==> src/rtl/reg_write_arbiter_if.sv <==
// Bus bundle between N_REQ register writers and the shared-register arbiter.
// Requesters drive req/lock/wdata; the arbiter returns the register view and grant status.
interface reg_write_arbiter_if #(
    parameter int WIDTH = 32,
    parameter int N_REQ = 4
);
    localparam int IDX_W = $clog2(N_REQ);

    logic [N_REQ-1:0]       req;
    logic [N_REQ-1:0]       lock;
    logic [N_REQ*WIDTH-1:0] wdata;
    logic [WIDTH-1:0]       data_out;
    logic [N_REQ-1:0]       ack;
    logic [IDX_W-1:0]       owner;
    logic                   locked;
    logic                   timeout;

    modport master (
        output req, lock, wdata,
        input  data_out, ack, owner, locked, timeout
    );

    modport slave (
        input  req, lock, wdata,
        output data_out, ack, owner, locked, timeout
    );
endinterface

==> src/rtl/reg_write_arbiter.sv <==
// Round-robin arbiter granting one write per cycle into a shared register, with owner lock and idle timeout.
// Latency: request sampled at edge k, data_out/ack/owner valid right after edge k.
// Backpressure: a requester holds req until acked; dropping req earlier leaves no trace.
module reg_write_arbiter #(
    parameter int WIDTH    = 32,
    parameter int N_REQ    = 4,
    parameter int LOCK_MAX = 16
) (
    input  logic              clk,
    input  logic              reset_n,
    reg_write_arbiter_if.slave bus
);
    localparam int IDX_W = $clog2(N_REQ);
    localparam int CNT_W = $clog2(LOCK_MAX + 1);
    localparam logic [IDX_W-1:0] LAST_IDX = IDX_W'(N_REQ - 1);
    localparam logic [CNT_W-1:0] CNT_MAX  = CNT_W'(LOCK_MAX);
    localparam logic [IDX_W:0]   N_WIDE   = (IDX_W + 1)'(N_REQ);

    generate
        if (N_REQ < 2 || N_REQ > 8) begin : g_bad_n_req
            $error("reg_write_arbiter: N_REQ must be in 2..8");
        end
        if (LOCK_MAX < 1 || LOCK_MAX > 255) begin : g_bad_lock_max
            $error("reg_write_arbiter: LOCK_MAX must be in 1..255");
        end
    endgenerate

    typedef enum logic {
        IDLE   = 1'b0,
        LOCKED = 1'b1
    } state_t;

    state_t           state;
    logic [IDX_W-1:0] ptr;
    logic [CNT_W-1:0] idle_cnt;
    logic [WIDTH-1:0] data_q;
    logic [N_REQ-1:0] ack_q;
    logic [IDX_W-1:0] owner_q;
    logic             locked_q;
    logic             timeout_q;

    // Round-robin search: scan offsets high to low so the lowest offset from ptr wins.
    logic             win_vld;
    logic [IDX_W-1:0] win_idx;
    logic [IDX_W:0]   cand;

    always_comb begin
        win_vld = 1'b0;
        win_idx = '0;
        cand    = '0;
        for (int i = N_REQ - 1; i >= 0; i--) begin
            cand = {1'b0, ptr} + (IDX_W + 1)'(i);
            if (cand >= N_WIDE) begin
                cand = cand - N_WIDE;
            end
            if (bus.req[cand[IDX_W-1:0]]) begin
                win_vld = 1'b1;
                win_idx = cand[IDX_W-1:0];
            end
        end
    end

    logic [IDX_W-1:0] ptr_nxt;
    logic [WIDTH-1:0] win_dat;
    logic [WIDTH-1:0] own_dat;
    logic             own_req;
    logic             own_lock;
    logic [CNT_W-1:0] idle_cnt_nxt;

    assign ptr_nxt      = (win_idx == LAST_IDX) ? '0 : win_idx + 1'b1;
    assign win_dat      = bus.wdata[win_idx*WIDTH +: WIDTH];
    assign own_dat      = bus.wdata[owner_q*WIDTH +: WIDTH];
    assign own_req      = bus.req[owner_q];
    assign own_lock     = bus.lock[owner_q];
    assign idle_cnt_nxt = idle_cnt + 1'b1;

    always_ff @(posedge clk or negedge reset_n) begin
        if (!reset_n) begin
            state     <= IDLE;
            ptr       <= '0;
            idle_cnt  <= '0;
            data_q    <= '0;
            ack_q     <= '0;
            owner_q   <= '0;
            locked_q  <= 1'b0;
            timeout_q <= 1'b0;
        end else begin
            ack_q     <= '0;
            timeout_q <= 1'b0;
            case (state)
                IDLE: begin
                    idle_cnt <= '0;
                    if (win_vld) begin
                        data_q  <= win_dat;
                        ack_q   <= N_REQ'(1) << win_idx;
                        owner_q <= win_idx;
                        ptr     <= ptr_nxt;
                        if (bus.lock[win_idx]) begin
                            state    <= LOCKED;
                            locked_q <= 1'b1;
                        end
                    end
                end
                LOCKED: begin
                    // Only the holder is visible here; ptr stays where the lock grant left it.
                    if (own_req) begin
                        data_q   <= own_dat;
                        ack_q    <= N_REQ'(1) << owner_q;
                        idle_cnt <= '0;
                        if (!own_lock) begin
                            state    <= IDLE;
                            locked_q <= 1'b0;
                        end
                    end else if (!own_lock) begin
                        state    <= IDLE;
                        locked_q <= 1'b0;
                        idle_cnt <= '0;
                    end else if (idle_cnt_nxt == CNT_MAX) begin
                        state     <= IDLE;
                        locked_q  <= 1'b0;
                        timeout_q <= 1'b1;
                        idle_cnt  <= '0;
                    end else begin
                        idle_cnt <= idle_cnt_nxt;
                    end
                end
                default: begin
                    state    <= IDLE;
                    locked_q <= 1'b0;
                end
            endcase
        end
    end

    assign bus.data_out = data_q;
    assign bus.ack      = ack_q;
    assign bus.owner    = owner_q;
    assign bus.locked   = locked_q;
    assign bus.timeout  = timeout_q;
endmodule
==> src/flat_wrapper.sv <==
// flat-port wrapper written by rule: the top's interface ports become plain ports
module reg_write_arbiter_flat 
#(
    parameter int WIDTH    = 32,
    parameter int N_REQ    = 4,
    parameter int LOCK_MAX = 16
)
  (clk, reset_n, bus_req, bus_lock, bus_wdata, bus_data_out, bus_ack, bus_owner, bus_locked, bus_timeout);
  reg_write_arbiter_if #(.WIDTH(WIDTH), .N_REQ(N_REQ)) bus_i ();
  input  logic clk;
  input  logic reset_n;
  input wire logic [$bits(bus_i.req)-1:0] bus_req;
  input wire logic [$bits(bus_i.lock)-1:0] bus_lock;
  input wire logic [$bits(bus_i.wdata)-1:0] bus_wdata;
  output wire logic [$bits(bus_i.data_out)-1:0] bus_data_out;
  output wire logic [$bits(bus_i.ack)-1:0] bus_ack;
  output wire logic [$bits(bus_i.owner)-1:0] bus_owner;
  output wire logic [$bits(bus_i.locked)-1:0] bus_locked;
  output wire logic [$bits(bus_i.timeout)-1:0] bus_timeout;
  assign bus_i.req = bus_req;
  assign bus_i.lock = bus_lock;
  assign bus_i.wdata = bus_wdata;
  assign bus_data_out = bus_i.data_out;
  assign bus_ack = bus_i.ack;
  assign bus_owner = bus_i.owner;
  assign bus_locked = bus_i.locked;
  assign bus_timeout = bus_i.timeout;
  reg_write_arbiter #(.WIDTH(WIDTH), .N_REQ(N_REQ), .LOCK_MAX(LOCK_MAX)) u_core (.clk(clk), .reset_n(reset_n), .bus(bus_i));
endmodule
==> config.mk <==
export PLATFORM = sky130hd
export DESIGN_NAME = reg_write_arbiter_flat
export DESIGN_NICKNAME = d
export VERILOG_FILES = /design/src/rtl/reg_write_arbiter_if.sv /design/src/rtl/reg_write_arbiter.sv /design/src/flat_wrapper.sv
export SDC_FILE = /design/constraint.sdc
export NUM_CORES = 1
export LEC_CHECK = 0
export CAP_MARGIN = 20
export CORE_MARGIN = 4
export CORE_UTILIZATION = 44
export DETAILED_ROUTE_END_ITERATION = 7
export PLACE_DENSITY_LB_ADDON = 0.08
export SYNTH_ARGS = -nofsm -noshare
export SYNTH_HDL_FRONTEND = slang
export SYNTH_SLANG_ARGS = --single-unit
==> constraint.sdc <==
create_clock -name clk -period 2.17 [get_ports clk]
set_clock_uncertainty 0.05 [all_clocks]
set_input_delay 0.3255 -clock clk [delete_from_list [all_inputs] [get_ports clk]]
set_output_delay 0.3255 -clock clk [all_outputs]
set_load 0.1 [all_outputs]
==> results of run 1 <==
## sequential cells by signal, summed over array words and instances, names as in the netlist
signal               cells
u_core.bus.ack           4
u_core.bus.owner         2
u_core.bus.locked        1
u_core.state             1
u_core.bus.timeout       1
u_core.idle_cnt          5
u_core.ptr               2
u_core.bus.data_out     32
## power groups by stage
stage / Sequential, mW / Clock (mW) / Combinational [mW]
after floorplan: 4.23 / 0 / 3.61
after global placement: 1.62 / 0 / 8.60
after detailed placement: 1.63 / 0 / 8.79
after CTS: 1.62 / 0.605 / 8.80
after global routing: 1.68 / 0.627 / 9.37
final: 1.63 / 0.594 / 8.84
## routing by layer
metal	routed length, um	vias to the layer above	track usage, %
li1	-	2346	-
met1	6550	2431	35.2
met2	7600	256	44.1
met3	1290	23	4.64
met4	235	0	7.40
met5	0	-	0
## path summary, 6_finish.rpt
kind                                                  from                                  end  slack [ps]  cells past startpoint
setup / recovery                                bus_req[2]  u_core.bus.data_out[17]$_DFFE_PN0P_          80                      9
hold / removal                u_core.idle_cnt[0]$_DFF_PN0_         u_core.idle_cnt[0]$_DFF_PN0_         450                      1
setup reg to reg           u_core.bus.owner[0]$_DFFE_PN0P_  u_core.bus.data_out[17]$_DFFE_PN0P_         180                      7
hold reg to reg               u_core.idle_cnt[0]$_DFF_PN0_         u_core.idle_cnt[0]$_DFF_PN0_         450                      1
max in group asynchronous                          reset_n      u_core.bus.owner[1]$_DFFE_PN0P_         990                      3
min in group asynchronous                          reset_n         u_core.bus.timeout$_DFF_PN0_         500                      2
## worst max-delay path, cell delays in order
cell and delay (ps):
clkdlybuf4s50_1 620, a2111oi_4 120, or2_4 300, inv_6 120, buf_12 140, nand2_2 100
buf_12 190, o22ai_1 160, o211ai_1 150
## per-stage QoR
step                      setup WS (ps)  total power [mW]  util, %  instances
after detailed placement           -409              10.4     67.9        834
after floorplan                    15.3              7.83        -        535
after global placement             -326              10.2     67.9        834
final                              83.0              11.1     69.3        843
after CTS                          16.2              11.0     69.0        843
after global routing              -20.7              11.7     69.3        843
## synth_stat cells (2+ instances only)
master / instances
buf_2: 14
o22ai_1: 32
o221ai_1: 32
dfrtp_1: 48
o211ai_1: 31
a22o_1: 31
mux4_2: 2
a21oi_1: 6
nand2_1: 83
ha_1: 5
clkbuf_1: 29
o21a_1: 31
inv_1: 38
mux2_2: 31
buf_4: 4
nand3b_1: 2
or2_1: 2
o21ai_0: 66
buf_6: 4
o21ai_1: 4
nand3_1: 2
mux2i_1: 3
nor2_1: 11
## final cells by class
type,count,area [um2]
fillers,770,2880
well taps,129,161
clock inverters,3,23.8
inverters,39,151
repair buffers,223,2170
clock buffers,5,68.8
multi-input cells,396,2720
flip-flops and latches,48,1210
## kinds of logic (layout without fill, tap and decap cells)
family,count (synthesis),after routing,synth area share [%]
multiplexers,36,36,9.89
AND/OR/NAND/NOR,109,109,11.0
XOR/XNOR,2,2,0.409
adder cells (fa/ha/maj),5,5,1.46
AO/OA/AOI/OAI,244,244,39.6
flip-flops,48,48,28.0
buffers and inverters,91,270,9.54
## repair_timing
item	CTS	global route
resized for setup	2	5
hold buffers	1	0
pin swaps	1	1
endpoints found under the setup margin	31	32
endpoints found under the hold margin	21	0
==> flow_metrics.py, run 1 <==
metrics = {
    "run_status": {
        "status": "complete, no violations",
    },
    "global_route": {
        "grt_pass1_wl_um": 24800,
        "antenna_found_initial": 0,
        "track_usage_pct": 26.4,
        "grt_overflow": 0,
        "grt_max_degree": 41,
        "grt_pass1_vias": 5006,
    },
    "clock_tree": {
        "cts_setup_buffers": 0,
        "numCtsBuffers": 5,
        "clk_latency_ps": 310,
        "cts_tree": "built",
        "htreeDepth": 2,
        "clk_pin_slew_ps": 100,
        "cts.sinks": 48,
        "cts.root.buffer_cell": "clkbuf_8",
        "clockBufferDepth": 2,
    },
    "sta": {
        "tightestPinTransition_ps": 614,
        "max_slew_margin_pct": 59.1,
        "setup_viol": 0,
        "drv_slew": 0,
        "hold_violations": 0,
        "period_share_pct": 96.2,
        "final.min_clock_period_ps": 2090,
        "fmax_ghz": 0.479,
        "fin_hold_ws_ps": 452,
        "tns_ps": 0,
    },
    "yosys": {
        "yosys.area.top_type": "dfrtp_1",
        "ys.flop_type": "dfrtp_1",
        "synth.yosys.seq_area_share_pct": 28.0,
        "synth_edf_count": 0,
        "synth_cell_type_count": 47,
        "ys_seq_elements": 48,
        "synthCells": 535,
        "syn_area_per_cell_um2": 8.01,
        "synth_nets": 678,
        "yosys.area.top_type_share_pct": 28.0,
        "synth.area.top_cells": "dfrtp_1, mux2_2, o21ai_0",
        "ys_warn_count": 0,
        "async_flop_share_pct": 100,
        "syn-cell-area_um2": 4290,
    },
    "power": {
        "comb_power_share_pct": 79.9,
        "power.internal_mw": 4.61,
        "clock_power_share_pct": 5.4,
        "power.share.switching_pct": 58.4,
        "seqPwrFrac_pct": 14.7,
        "power_switching_mw": 6.46,
        "peakVddDrop_mv": 1.28,
        "p_per_area_nw_per_um2": 1700,
        "leakagePower_nw": 2.64,
    },
    "setup_path": {
        "path_class": "in2reg",
        "arrival_ps": 2220,
        "end_kind": "flop",
        "critPathRequiredTime_ps": 2300,
        "worstPathMaxFanout": 15,
        "cp-start-kind": "input pin",
    },
    "drt": {
        "drt_iter0_markers": 436,
        "drt-pass1-iter-count": 5,
        "antenna_left": 0,
        "viasPerCell": 6.00,
        "via_count": 5056,
        "wl_per_cell_um": 18.6,
        "drcViolationCount": 0,
        "routed_wl_um": 15700,
    },
    "placed_design": {
        "dpl_cell_area_um2": 6360,
        "dpl.hpwl_um": 11400,
        "port_buffers": 177,
        "gp_congestion": 0.866,
    },
    "hold_path": {
        "hold_class": "reg2reg",
    },
    "die": {
        "ios": 178,
        "coreArea_um2": 9370,
        "die_area_um2": 11400,
        "start_util_pct": 45.7,
        "fp.dieW_um": 107,
        "placementRows": 35,
        "die_h_um": 107,
    },
    "finish": {
        "finalInstanceArea_um2": 6490,
        "drive_gt1_share_pct": 20.0,
        "mostFrequentLayoutCells": "clkdlybuf4s50_1, nand2_1, buf_4",
        "areaGrowthSynthToFinish_pct": 51.5,
        "final_common_cell": "clkdlybuf4s50_1",
        "finalNetCount": 856,
        "antenna_cells": 0,
    },
    "job": {
        "drv_cap": 0,
    },
}
No activity file was read; power rests on OpenSTA's default activity.
==> run 2, diff against run 1 <==
--- a/config.mk
+++ b/config.mk
@@ -9,7 +9,7 @@
 export CORE_MARGIN = 4
 export CORE_UTILIZATION = 44
 export DETAILED_ROUTE_END_ITERATION = 7
-export PLACE_DENSITY_LB_ADDON = 0.08
+export PLACE_DENSITY = 0.82
 export SYNTH_ARGS = -nofsm -noshare
 export SYNTH_HDL_FRONTEND = slang
 export SYNTH_SLANG_ARGS = --single-unit
==> run 2 against run 1 <==
  * Sequential cell count did not move
  * First-iteration DRC count is 1.6% higher
  * Combinational power is 0.5% lower
  * Largest power group unchanged
==> flow_metrics.py, run 2 (synthesis gave the netlist of run 1 again) <==
metrics = {
    "die": {
        "coreArea_um2": 9370,
        "die_h_um": 107,
        "placementRows": 35,
        "fp.dieW_um": 107,
        "ios": 178,
        "start_util_pct": 45.7,
        "die_area_um2": 11400,
    },
    "placed_design": {
        "gp_congestion": 0.895,
        "port_buffers": 177,
        "pre_cts_slack_ps": -516,
        "dpl.hpwl_um": 11500,
    },
    "drt": {
        "antenna_left": 0,
        "drt_iter0_markers": 443,
        "via_count": 5125,
        "drt-pass1-iter-count": 5,
        "routed_wl_um": 15700,
        "wl_per_cell_um": 18.7,
        "viasPerCell": 6.09,
        "drcViolationCount": 0,
    },
    "setup_path": {
        "end_kind": "flop",
        "worst_path_largest_cell_delay_ps": 490,
        "r2r_cells": 7,
        "critPathRequiredTime_ps": 2300,
        "r2r-end": "u_core.bus.data_out[31]$_DFFE_PN0P_",
        "cp_slowest_cell": "clkdlybuf4s50_1",
        "path_class": "in2reg",
        "cp-start-kind": "input pin",
        "critical_path.reg2reg.startpoint": "u_core.bus.owner[0]$_DFFE_PN0P_",
        "arrival_ps": 2260,
        "path_cells": "clkdlybuf4s50_1 > nor2b_1 > a2111oi_2 > or2_4 > inv_6 > nor2_8 > buf_12 > o221ai_1 > o211ai_1",
        "reg2reg_slack_ps": 120,
        "worstPathMaxFanout": 16,
    },
    "job": {
        "drv_cap": 0,
    },
    "sta": {
        "rsz0062_at_grt": "no",
        "hold_violations": 0,
        "drv_slew": 0,
        "setup_slack_ps": 38.5,
        "final.min_clock_period_ps": 2130,
        "tightestPinTransition_ps": 646,
        "fmax_ghz": 0.469,
        "setup_viol": 0,
        "max_slew_margin_pct": 56.9,
        "period_share_pct": 98.2,
    },
    "finish": {
        "final_common_cell": "clkdlybuf4s50_1",
        "largest_register_ff_count": 32,
        "finalNetCount": 855,
        "mostFrequentLayoutCells": "clkdlybuf4s50_1, nand2_1, buf_4",
        "fin_util_pct": 69.3,
        "nFillCells": 771,
        "drive_gt1_share_pct": 20.2,
        "areaGrowthSynthToFinish_pct": 51.5,
        "antenna_cells": 0,
    },
    "power": {
        "leakagePower_nw": 2.64,
        "peakVddDrop_mv": 1.40,
        "p_per_area_nw_per_um2": 1720,
    },
    "clock_tree": {
        "numCtsBuffers": 5,
        "clk_latency_ps": 310,
        "clockBufferDepth": 2,
        "htreeDepth": 2,
        "cts.sinks": 48,
        "cts.root.buffer_cell": "clkbuf_8",
        "clk_pin_slew_ps": 90,
        "cts_tree": "built",
    },
    "global_route": {
        "antenna_found_initial": 0,
        "grt_pass1_wl_um": 24600,
        "grt_max_degree": 38,
        "grt_pass1_vias": 5016,
        "track_usage_pct": 26.5,
        "grt_overflow": 0,
    },
    "hold_path": {
        "hold_path_depth": 1,
        "hold_start": "u_core.idle_cnt[0]$_DFF_PN0_",
        "min_to": "u_core.idle_cnt[0]$_DFF_PN0_",
        "hold_class": "reg2reg",
    },
    "run_status": {
        "status": "complete, no violations",
    },
}
## run 2: cell types whose count changed in the layout (fill, tap and decap cells not counted), sizes merged
cell | previous run | this run
clkbuf | 5 | 7
clkinvlp | 2 | 0
buf | 86 | 85
bufinv | 0 | 1
clkdlybuf4s50 | 134 | 133
clkinv | 1 | 0
dlymetal6s2s | 1 | 2
## run 2: final cells by class
type,instances,area (um2),share of cell area [%]
Multi-Input combinational cell,396,2720,41.8
Timing Repair Buffer,222,2140,32.9
Sequential cell,48,1210,18.6
Tap cell,129,161,2.48
Inverter,39,151,2.33
Clock buffer,7,96.3,1.48
Clock inverter,1,30.0,0.462
## run 2: repair_timing
item | CTS | global route
hold buffers | 1 | 0
endpoints found under the hold margin | 2 | 0
gates resized for setup | 3 | 5
pin swaps | 1 | 1
setup buffers | 0 | 1
endpoints found under the setup margin | 32 | 31
## run 2: metrics by stage
stage	cells	TNS, ps	power [mW]	area [um2]	hold WS, ps
after global routing	842	0	11.8	6500	471
final	842	0	11.2	6500	449
after CTS	841	0	11.1	6460	451
after detailed placement	832	-14890	10.3	6320	337
after floorplan	535	0	7.83	4290	-20.1
after global placement	832	-12020	10.1	6320	325
## run 2: worst max path at each step
| stage | from | to | slack [ps] |
|---|---|---|---|
| 6_report | bus_req[0] | u_core.bus.data_out[25]$_DFFE_PN0P_ | 40 |
| 3_5_place_dp | bus_req[3] | u_core.bus.data_out[14]$_DFFE_PN0P_ | -520 |
| 4_1_cts | bus_req[1] | u_core.bus.data_out[31]$_DFFE_PN0P_ | 10 |
| 2_1_floorplan | u_core.bus.owner[0]$_DFFE_PN0P_ | u_core.bus.data_out[21]$_DFFE_PN0P_ | 20 |
| 3_3_place_gp | bus_req[3] | u_core.bus.data_out[14]$_DFFE_PN0P_ | -440 |
| 5_1_grt | bus_req[0] | u_core.bus.locked$_DFFE_PN0P_ | 5 |
## run 2: routing by layer
| layer | vias to the layer above | share of wire (%) | global-route usage (%) |
|---|---|---|---|
| li1 | 2341 | - | - |
| met1 | 2457 | 41 | 34.0 |
| met2 | 296 | 48 | 44.8 |
| met3 | 31 | 9.3 | 5.60 |
| met4 | 0 | 1.9 | 8.04 |
| met5 | - | 0 | 0 |
## run 2: worst max-delay path: cells and delay by family
kind / cells / cell delay, ps
AO/OA/AOI/OAI: 3 / 500
buffers and inverters: 3 / 780
AND/OR/NAND/NOR: 3 / 650
## run 2: where the power goes
| part | leakage (nW) | internal, mW | switching, mW |
|---|---|---|---|
| logic | 2.00 | 2.96 | 5.84 |
| registers | 0.577 | 1.34 | 0.281 |
| clock network | 0.0645 | 0.407 | 0.328 |
| total | 2.64 | 4.71 | 6.45 |
